`src/rtl/rtsnoc_pkg.sv`:
```
// Shared definitions for the RTSNoC interrupt forwarder: header sizing,
// interrupt type codes, payload field layout and FSM encodings.
package rtsnoc_pkg;

    localparam int NOC_LOCAL_ADR_SIZE = 3;

    localparam int TYPE_LSB = 0;
    localparam int TYPE_W   = 2;
    localparam int CHAN_LSB = 2;
    localparam int CHAN_W   = 6;
    localparam int SEQ_LSB  = 8;
    localparam int SEQ_W    = 6;

    typedef enum logic [1:0] {
        INT_NONE  = 2'd0,
        INT_UP    = 2'd1,
        INT_DOWN  = 2'd2,
        INT_PULSE = 2'd3
    } int_type_e;

    typedef enum logic [1:0] {
        CH_IDLE = 2'd0,
        CH_ARM  = 2'd1,
        CH_HIGH = 2'd2
    } chan_state_e;

    typedef enum logic {
        TX_IDLE = 1'b0,
        TX_REQ  = 1'b1
    } tx_state_e;

    function automatic int soc_xy_size(input int sx, input int sy);
        return sx + sy;
    endfunction

    function automatic int noc_header_size(input int sx, input int sy);
        return 2 * (soc_xy_size(sx, sy) + NOC_LOCAL_ADR_SIZE);
    endfunction

    function automatic int noc_bus_size(input int sx, input int sy, input int dw);
        return noc_header_size(sx, sy) + dw;
    endfunction

endpackage

```
`src/rtl/rtsnoc_int_chan.sv`:
```
// One interrupt channel: edge classifier FSM plus a single-entry pending slot.
// A slot of INT_NONE means empty.
module rtsnoc_int_chan
    import rtsnoc_pkg::*;
(
    input  logic      clk_i,
    input  logic      rst_n_i,
    input  logic      i_int,
    input  logic      i_en,
    input  logic      i_clr,
    output logic      o_pend,
    output int_type_e o_type,
    output logic      o_arm
);

    chan_state_e r_state;
    chan_state_e w_next;
    int_type_e   r_type;
    int_type_e   w_set_type;
    logic        w_full;

    assign w_full = (r_type != INT_NONE);

    always_ff @(posedge clk_i) begin
        if (!rst_n_i) r_state <= CH_IDLE;
        else          r_state <= w_next;
    end

    // The FSM reacts to the slot as registered, so a slot freed by TX this
    // edge is only refillable on the following edge.
    always_comb begin
        w_next = r_state;
        if (!i_en) begin
            w_next = CH_IDLE;
        end else begin
            case (r_state)
                CH_IDLE: if (i_int && !w_full)  w_next = CH_ARM;
                CH_ARM:  w_next = i_int ? CH_HIGH : CH_IDLE;
                CH_HIGH: if (!i_int && !w_full) w_next = CH_IDLE;
                default: w_next = CH_IDLE;
            endcase
        end
    end

    always_comb begin
        w_set_type = INT_NONE;
        if (i_en) begin
            case (r_state)
                CH_ARM:  w_set_type = i_int ? INT_UP : INT_PULSE;
                CH_HIGH: if (!i_int && !w_full) w_set_type = INT_DOWN;
                default: w_set_type = INT_NONE;
            endcase
        end
    end

    always_ff @(posedge clk_i) begin
        if (!rst_n_i)                  r_type <= INT_NONE;
        else if (!i_en || i_clr)       r_type <= INT_NONE;
        else if (w_set_type != INT_NONE) r_type <= w_set_type;
    end

    assign o_pend = w_full;
    assign o_type = r_type;
    assign o_arm  = (r_state == CH_ARM);

endmodule

```
`src/rtl/rtsnoc_int_tx_multi.sv`:
```
// Multi-channel interrupt forwarder: per-channel classifiers, round-robin
// pick of pending slots, one-packet TX handshake and inbound drain counter.
module rtsnoc_int_tx_multi
    import rtsnoc_pkg::*;
#(
    parameter int NUM_INT           = 4,
    parameter int NOC_DATA_WIDTH    = 32,
    parameter int NOC_LOCAL_ADR     = 0,
    parameter int NOC_X             = 0,
    parameter int NOC_Y             = 0,
    parameter int NOC_LOCAL_ADR_TGT = 0,
    parameter int NOC_X_TGT         = 0,
    parameter int NOC_Y_TGT         = 0,
    parameter int SOC_SIZE_X        = 1,
    parameter int SOC_SIZE_Y        = 1
)(
    input  logic                 clk_i,
    input  logic                 rst_n_i,
    input  logic [NUM_INT-1:0]   int_i,
    input  logic [NUM_INT-1:0]   int_en_i,
    output logic [noc_bus_size(SOC_SIZE_X, SOC_SIZE_Y, NOC_DATA_WIDTH)-1:0] noc_din_o,
    output logic                 noc_wr_o,
    output logic                 noc_rd_o,
    input  logic [noc_bus_size(SOC_SIZE_X, SOC_SIZE_Y, NOC_DATA_WIDTH)-1:0] noc_dout_i,
    input  logic                 noc_wait_i,
    input  logic                 noc_nd_i,
    output logic                 busy_o,
    output logic [7:0]           rx_drop_cnt_o
);

    localparam int NOC_HEADER_SIZE = noc_header_size(SOC_SIZE_X, SOC_SIZE_Y);
    localparam int NOC_BUS_SIZE    = noc_bus_size(SOC_SIZE_X, SOC_SIZE_Y, NOC_DATA_WIDTH);
    localparam int RRW             = (NUM_INT > 1) ? $clog2(NUM_INT) : 1;

    localparam logic [SOC_SIZE_X-1:0]         X_ORIG = NOC_X[SOC_SIZE_X-1:0];
    localparam logic [SOC_SIZE_Y-1:0]         Y_ORIG = NOC_Y[SOC_SIZE_Y-1:0];
    localparam logic [NOC_LOCAL_ADR_SIZE-1:0] L_ORIG = NOC_LOCAL_ADR[NOC_LOCAL_ADR_SIZE-1:0];
    localparam logic [SOC_SIZE_X-1:0]         X_DST  = NOC_X_TGT[SOC_SIZE_X-1:0];
    localparam logic [SOC_SIZE_Y-1:0]         Y_DST  = NOC_Y_TGT[SOC_SIZE_Y-1:0];
    localparam logic [NOC_LOCAL_ADR_SIZE-1:0] L_DST  = NOC_LOCAL_ADR_TGT[NOC_LOCAL_ADR_SIZE-1:0];

    logic [NUM_INT-1:0]        w_pend;
    logic [NUM_INT-1:0]        w_arm;
    logic [NUM_INT-1:0]        w_clr;
    int_type_e                 w_type [NUM_INT];
    logic [2*NUM_INT-1:0]      w_rot;
    logic                      w_found;
    logic [RRW-1:0]            w_pick;
    logic                      w_load;
    logic                      w_accept;
    logic [NOC_HEADER_SIZE-1:0] w_hdr;
    logic [NOC_DATA_WIDTH-1:0] w_data;
    logic                      w_unused_dout;

    tx_state_e                 r_tx_state;
    tx_state_e                 w_tx_next;
    logic [NOC_BUS_SIZE-1:0]   r_din;
    logic [RRW-1:0]            r_rr;
    logic [SEQ_W-1:0]          r_seq;
    logic                      r_rd;
    logic [7:0]                r_cnt;

    for (genvar g = 0; g < NUM_INT; g++) begin : g_chan
        rtsnoc_int_chan u_chan (
            .clk_i   (clk_i),
            .rst_n_i (rst_n_i),
            .i_int   (int_i[g]),
            .i_en    (int_en_i[g]),
            .i_clr   (w_clr[g]),
            .o_pend  (w_pend[g]),
            .o_type  (w_type[g]),
            .o_arm   (w_arm[g])
        );
        assign w_clr[g] = w_load && (w_pick == RRW'(g));
    end

    // Rotate the pending vector so bit 0 is the rr position; first set bit wins.
    assign w_rot = {w_pend, w_pend} >> r_rr;

    always_comb begin
        w_found = 1'b0;
        w_pick  = '0;
        for (int j = 0; j < NUM_INT; j++) begin
            if (!w_found && w_rot[j]) begin
                w_found = 1'b1;
                w_pick  = RRW'((int'(r_rr) + j) % NUM_INT);
            end
        end
    end

    always_ff @(posedge clk_i) begin
        if (!rst_n_i) r_tx_state <= TX_IDLE;
        else          r_tx_state <= w_tx_next;
    end

    always_comb begin
        w_tx_next = r_tx_state;
        case (r_tx_state)
            TX_IDLE: if (w_found)     w_tx_next = TX_REQ;
            TX_REQ:  if (!noc_wait_i) w_tx_next = TX_IDLE;
            default: w_tx_next = TX_IDLE;
        endcase
    end

    always_comb begin
        w_load   = (r_tx_state == TX_IDLE) && w_found;
        w_accept = (r_tx_state == TX_REQ) && !noc_wait_i;
    end

    assign w_hdr = {X_ORIG, Y_ORIG, L_ORIG, X_DST, Y_DST, L_DST};

    always_comb begin
        w_data = '0;
        w_data[TYPE_LSB +: TYPE_W] = w_type[w_pick];
        w_data[CHAN_LSB +: CHAN_W] = CHAN_W'(w_pick);
        w_data[SEQ_LSB  +: SEQ_W]  = r_seq;
    end

    always_ff @(posedge clk_i) begin
        if (!rst_n_i) begin
            r_din <= '0;
            r_rr  <= '0;
            r_seq <= '0;
        end else begin
            if (w_load) begin
                r_din <= {w_hdr, w_data};
                if (int'(w_pick) == NUM_INT - 1) r_rr <= '0;
                else                             r_rr <= w_pick + 1'b1;
            end
            if (w_accept) r_seq <= r_seq + 1'b1;
        end
    end

    // Inbound packets are never consumed, only acknowledged and counted.
    always_ff @(posedge clk_i) begin
        if (!rst_n_i) begin
            r_rd  <= 1'b0;
            r_cnt <= '0;
        end else begin
            r_rd <= noc_nd_i;
            if (r_rd && r_cnt != 8'hFF) r_cnt <= r_cnt + 8'd1;
        end
    end

    assign w_unused_dout = ^noc_dout_i;

    assign noc_wr_o      = (r_tx_state == TX_REQ);
    assign noc_din_o     = r_din;
    assign noc_rd_o      = r_rd;
    assign rx_drop_cnt_o = r_cnt;
    assign busy_o        = (|w_pend) | noc_wr_o | (|w_arm);

endmodule

```
`config.mk`:
```
export PLATFORM = sky130hd
export DESIGN_NAME = rtsnoc_int_tx_multi
export DESIGN_NICKNAME = d
export VERILOG_FILES = /design/src/rtl/rtsnoc_pkg.sv /design/src/rtl/rtsnoc_int_chan.sv /design/src/rtl/rtsnoc_int_tx_multi.sv
export SDC_FILE = /design/constraint.sdc
export NUM_CORES = 1
export LEC_CHECK = 0
export CAP_MARGIN = 20
export CORE_MARGIN = 5
export CORE_UTILIZATION = 47
export DETAILED_ROUTE_END_ITERATION = 16
export MAX_ROUTING_LAYER = met4
export PLACE_DENSITY_LB_ADDON = 0.12
export SYNTH_ARGS = -nofsm -noshare
export SYNTH_HDL_FRONTEND = slang
export SYNTH_SLANG_ARGS = --single-unit
```
`constraint.sdc`:
```
create_clock -name clk_i -period 4.7 [get_ports clk_i]
set_input_delay 0.94 -clock clk_i [delete_from_list [all_inputs] [get_ports clk_i]]
set_output_delay 0.94 -clock clk_i [all_outputs]
set_load 0.01 [all_outputs]
```
==> results.sh <==
export IMPL_status="complete, no violations"
export IMPL_leakage_uw=0.00107
export IMPL_crit_path_max_fanout=4
export IMPL_insertedDiodeCount=0
export IMPL_wl_per_cell_um=12.7
export IMPL_dpl_hpwl_um=3990
export IMPL_netlist_area_mm2=0.00261
export IMPL_yosysWarnings=0
export IMPL_drt_pre_antenna_iters=4
export IMPL_cp_arrival_ps=1940
export IMPL_drc=0
export IMPL_power_density_mw_per_mm2=268
export IMPL_ios=107
export IMPL_drv_slew=0
export IMPL_hold_class="register to register"
export IMPL_power_share_combinational_pct=12.2
export IMPL_required_ps=3760
export IMPL_synth_compound_area_share_pct=22.1
export IMPL_max_freq_mhz=348
export IMPL_layout_common_cells="dfxtp_1 (44), nand2_1 (38), a21oi_1 (36)"
export IMPL_drtIter0Drc=135
export IMPL_post_route_min_period_ps=2880
export IMPL_viasPerCell=5.09
export IMPL_worst_path_stages=5
export IMPL_maxSlewHeadroom_pct=50.8
export IMPL_grt_pass1_vias=1982
export IMPL_synthArstFlopShare_pct=0
export IMPL_clkTransAtPathRegs_ps=90
export IMPL_avgSynthCellArea_um2=8.30
export IMPL_setup_tns_ps=0
export IMPL_grt_overflow_total=0
export IMPL_end_kind="primary output"
export IMPL_startpoint_type="register"
export IMPL_die_w_um=84.5
export IMPL_synth_main_ff_cell="dfxtp_1"
export IMPL_cts_htree_levels=2
export IMPL_fin_crit_sh_pct=61.2
export IMPL_grt_pass1_wl_um=8790
export IMPL_crit_slowest_cell="clkdlybuf4s50_1"
export IMPL_clk_latency_ps=300
export IMPL_clkPwrFrac_pct=39.0
export IMPL_synth_cell_type_count=53
export IMPL_synth_cells=314
export IMPL_die_h_um=84.5
export IMPL_gp_congestion=0.816
export IMPL_cts_root_buf="clkbuf_8"
export IMPL_initial_core_util_pct=47.9
export IMPL_hold_buffers=0
export IMPL_rr_worst_depth=5
export IMPL_path_class="register to primary output"
export IMPL_synthMuxAreaShare_pct=0.768
export IMPL_yosys_area_top_type="dfxtp_1"
export IMPL_vdd_drop_max_v=0.000111
export IMPL_intPower_uw=593
export IMPL_synth_adder_area_share_pct=6.72
export IMPL_hold_violations=0
export IMPL_synth_simple_area_share_pct=20.2
export IMPL_power_switching_uw=203
export IMPL_dieArea_mm2=0.00714
export IMPL_cts_buffers=5
export IMPL_antenna_left=0
export IMPL_synth_top_family_by_area="compound AO/OA/AOI/OAI gates"
export IMPL_seq_power_share_pct=48.8
export IMPL_critPathMaxStageDelay_ps=500
export IMPL_clock_skew_ps=9.11
export IMPL_worst_pin_slew_ps=738
export IMPL_syn_to_final_growth_pct=13.9
export IMPL_vias=2119
export IMPL_max_cap_viol_count=0
export IMPL_yosys_area_share_xor_xnor_pct=3.02
export IMPL_min_path_cells=2
export IMPL_cts_buffer_depth=2
export IMPL_worstPathCellList="inv_1 > ha_1 > nor4_1 > nand2_1 > clkdlybuf4s50_1"
export IMPL_clock_sinks=44
export IMPL_cts_tree="done"
export IMPL_row_count=27
export IMPL_p_sw_share_pct=25.5
export IMPL_yosysSeqAreaShare_pct=33.8
export IMPL_grt_max_degree=25
export IMPL_setup_viol=0
export IMPL_power_uw=795
export IMPL_synth_top_area_share_pct=33.8
export IMPL_crit_family="buffers and inverters"
export IMPL_nets=411
export IMPL_final_layout_size_suffix_gt1_share_pct=7.85
export IMPL_rsz0062_at_grt="false"
export IMPL_synth_area_leaders="dfxtp_1 (34%), buf_4 (9.5%), a21oi_1 (6.9%), ha_1 (6.7%), nand2_1 (5.5%)"
export IMPL_routed_wl_um=5290
export IMPL_mostFrequentLayoutCell="dfxtp_1"
export IMPL_cp_num_buf_inv=2
export IMPL_grt_usage_pct=15.4
export IMPL_cts_resized_gates=0
export IMPL_port_buffers=32
export IMPL_synth_seq_cells=44
export IMPL_floorplan_core_area_mm2=0.00544
export IMPL_postCtsSetupBuffers=0
export IMPL_synth_edf_count=0
export IMPL_antenna_found_initial=0
## path summary, 6_finish.rpt
check | from | endpoint | slack, ps
worst min-delay path | noc_din_o[8]$_SDFFE_PN0P_ | noc_din_o[8]$_SDFFE_PN0P_ | 460
worst min register to register | noc_din_o[8]$_SDFFE_PN0P_ | noc_din_o[8]$_SDFFE_PN0P_ | 460
worst max register to register | g_chan[0].u_chan.o_type[0]$_SDFFE_PP0P_ | noc_din_o[0]$_SDFFE_PN0P_ | 2880
worst max-delay path | g_chan[1].u_chan.r_state[1]$_SDFFE_PN0P_ | busy_o | 1820
## worst reg2reg max path, delay by kind of cell, from the launching register on
| family | cells | cell delay [ps] |
|---|---|---|
| AOI/OAI and AO/OA | 1 | 250 |
| and+or+nand+nor | 4 | 950 |
| DFF | 1 | 550 |
## cells in the mapped netlist (3+ instances only)
master and count:
nand4b_1 4, nor3b_1 3, a21oi_1 36, xor2_1 4, o31a_1 3, inv_1 16
a21o_1 3, a21boi_0 4, clkbuf_1 4, nand2_1 38, nor2b_1 4, o21ai_0 14
ha_1 14, nand4_1 4, nor2_1 20, dfxtp_1 44, nor3_1 4, nor2_2 3
or3_1 5, xnor2_1 5, nand3_1 3, or2_2 4, buf_4 33, o21a_1 3
## metrics by stage
stage	hold WS [ps]	setup WS (ps)	cell area [µm²]	instances	util [%]
2_1_floorplan	437	2740	2720	345	-
3_3_place_gp	444	2060	2850	408	52.4
3_5_place_dp	452	2040	2850	408	52.4
4_1_cts	464	1800	2970	416	54.6
5_1_grt	485	1660	2970	416	54.6
6_report	459	1820	2970	416	54.6
## cell type report
type | instances | area [µm²]
Fill cell | 517 | 2470
Multi-Input combinational cell | 244 | 1500
Sequential cell | 44 | 881
Timing Repair Buffer | 32 | 320
Tap cell | 72 | 90.1
Clock buffer | 6 | 82.6
Inverter | 16 | 60.1
Clock inverter | 2 | 38.8
## power by group through the flow
stage	logic [µW]	clock network, µW	registers [µW]
final	97.4	310	388
after global routing	109	336	389
after CTS	97.0	319	388
after detailed placement	96.7	0	397
after global placement	95.9	0	397
after floorplan	84.3	0	396
## state kept, by name, indices dropped and copies added, names as in the netlist
| name | cells |
|---|---|
| g_chan.u_chan.r_state | 8 |
| noc_din_o | 10 |
| rx_drop_cnt_o | 8 |
| noc_wr_o | 1 |
| g_chan.u_chan.o_type | 8 |
| r_seq | 6 |
| r_rr | 2 |
| noc_rd_o | 1 |
## kinds of logic after synthesis
family          Yosys count
compound gates           85
xor+xnor                  9
fa+ha+maj                14
buf+inv                  57
flops                    44
mux                       2
other cells               1
simple gates            102
## layer usage
metal,global-route usage [%],vias to the layer above,part of all wire (%)
li1,-,1078,-
met1,19.4,996,48
met2,23.6,40,46
met3,4.81,5,5.2
met4,4.89,0,1.3
met5,-,-,0
Note: power is estimated with default switching activity, not from simulation.
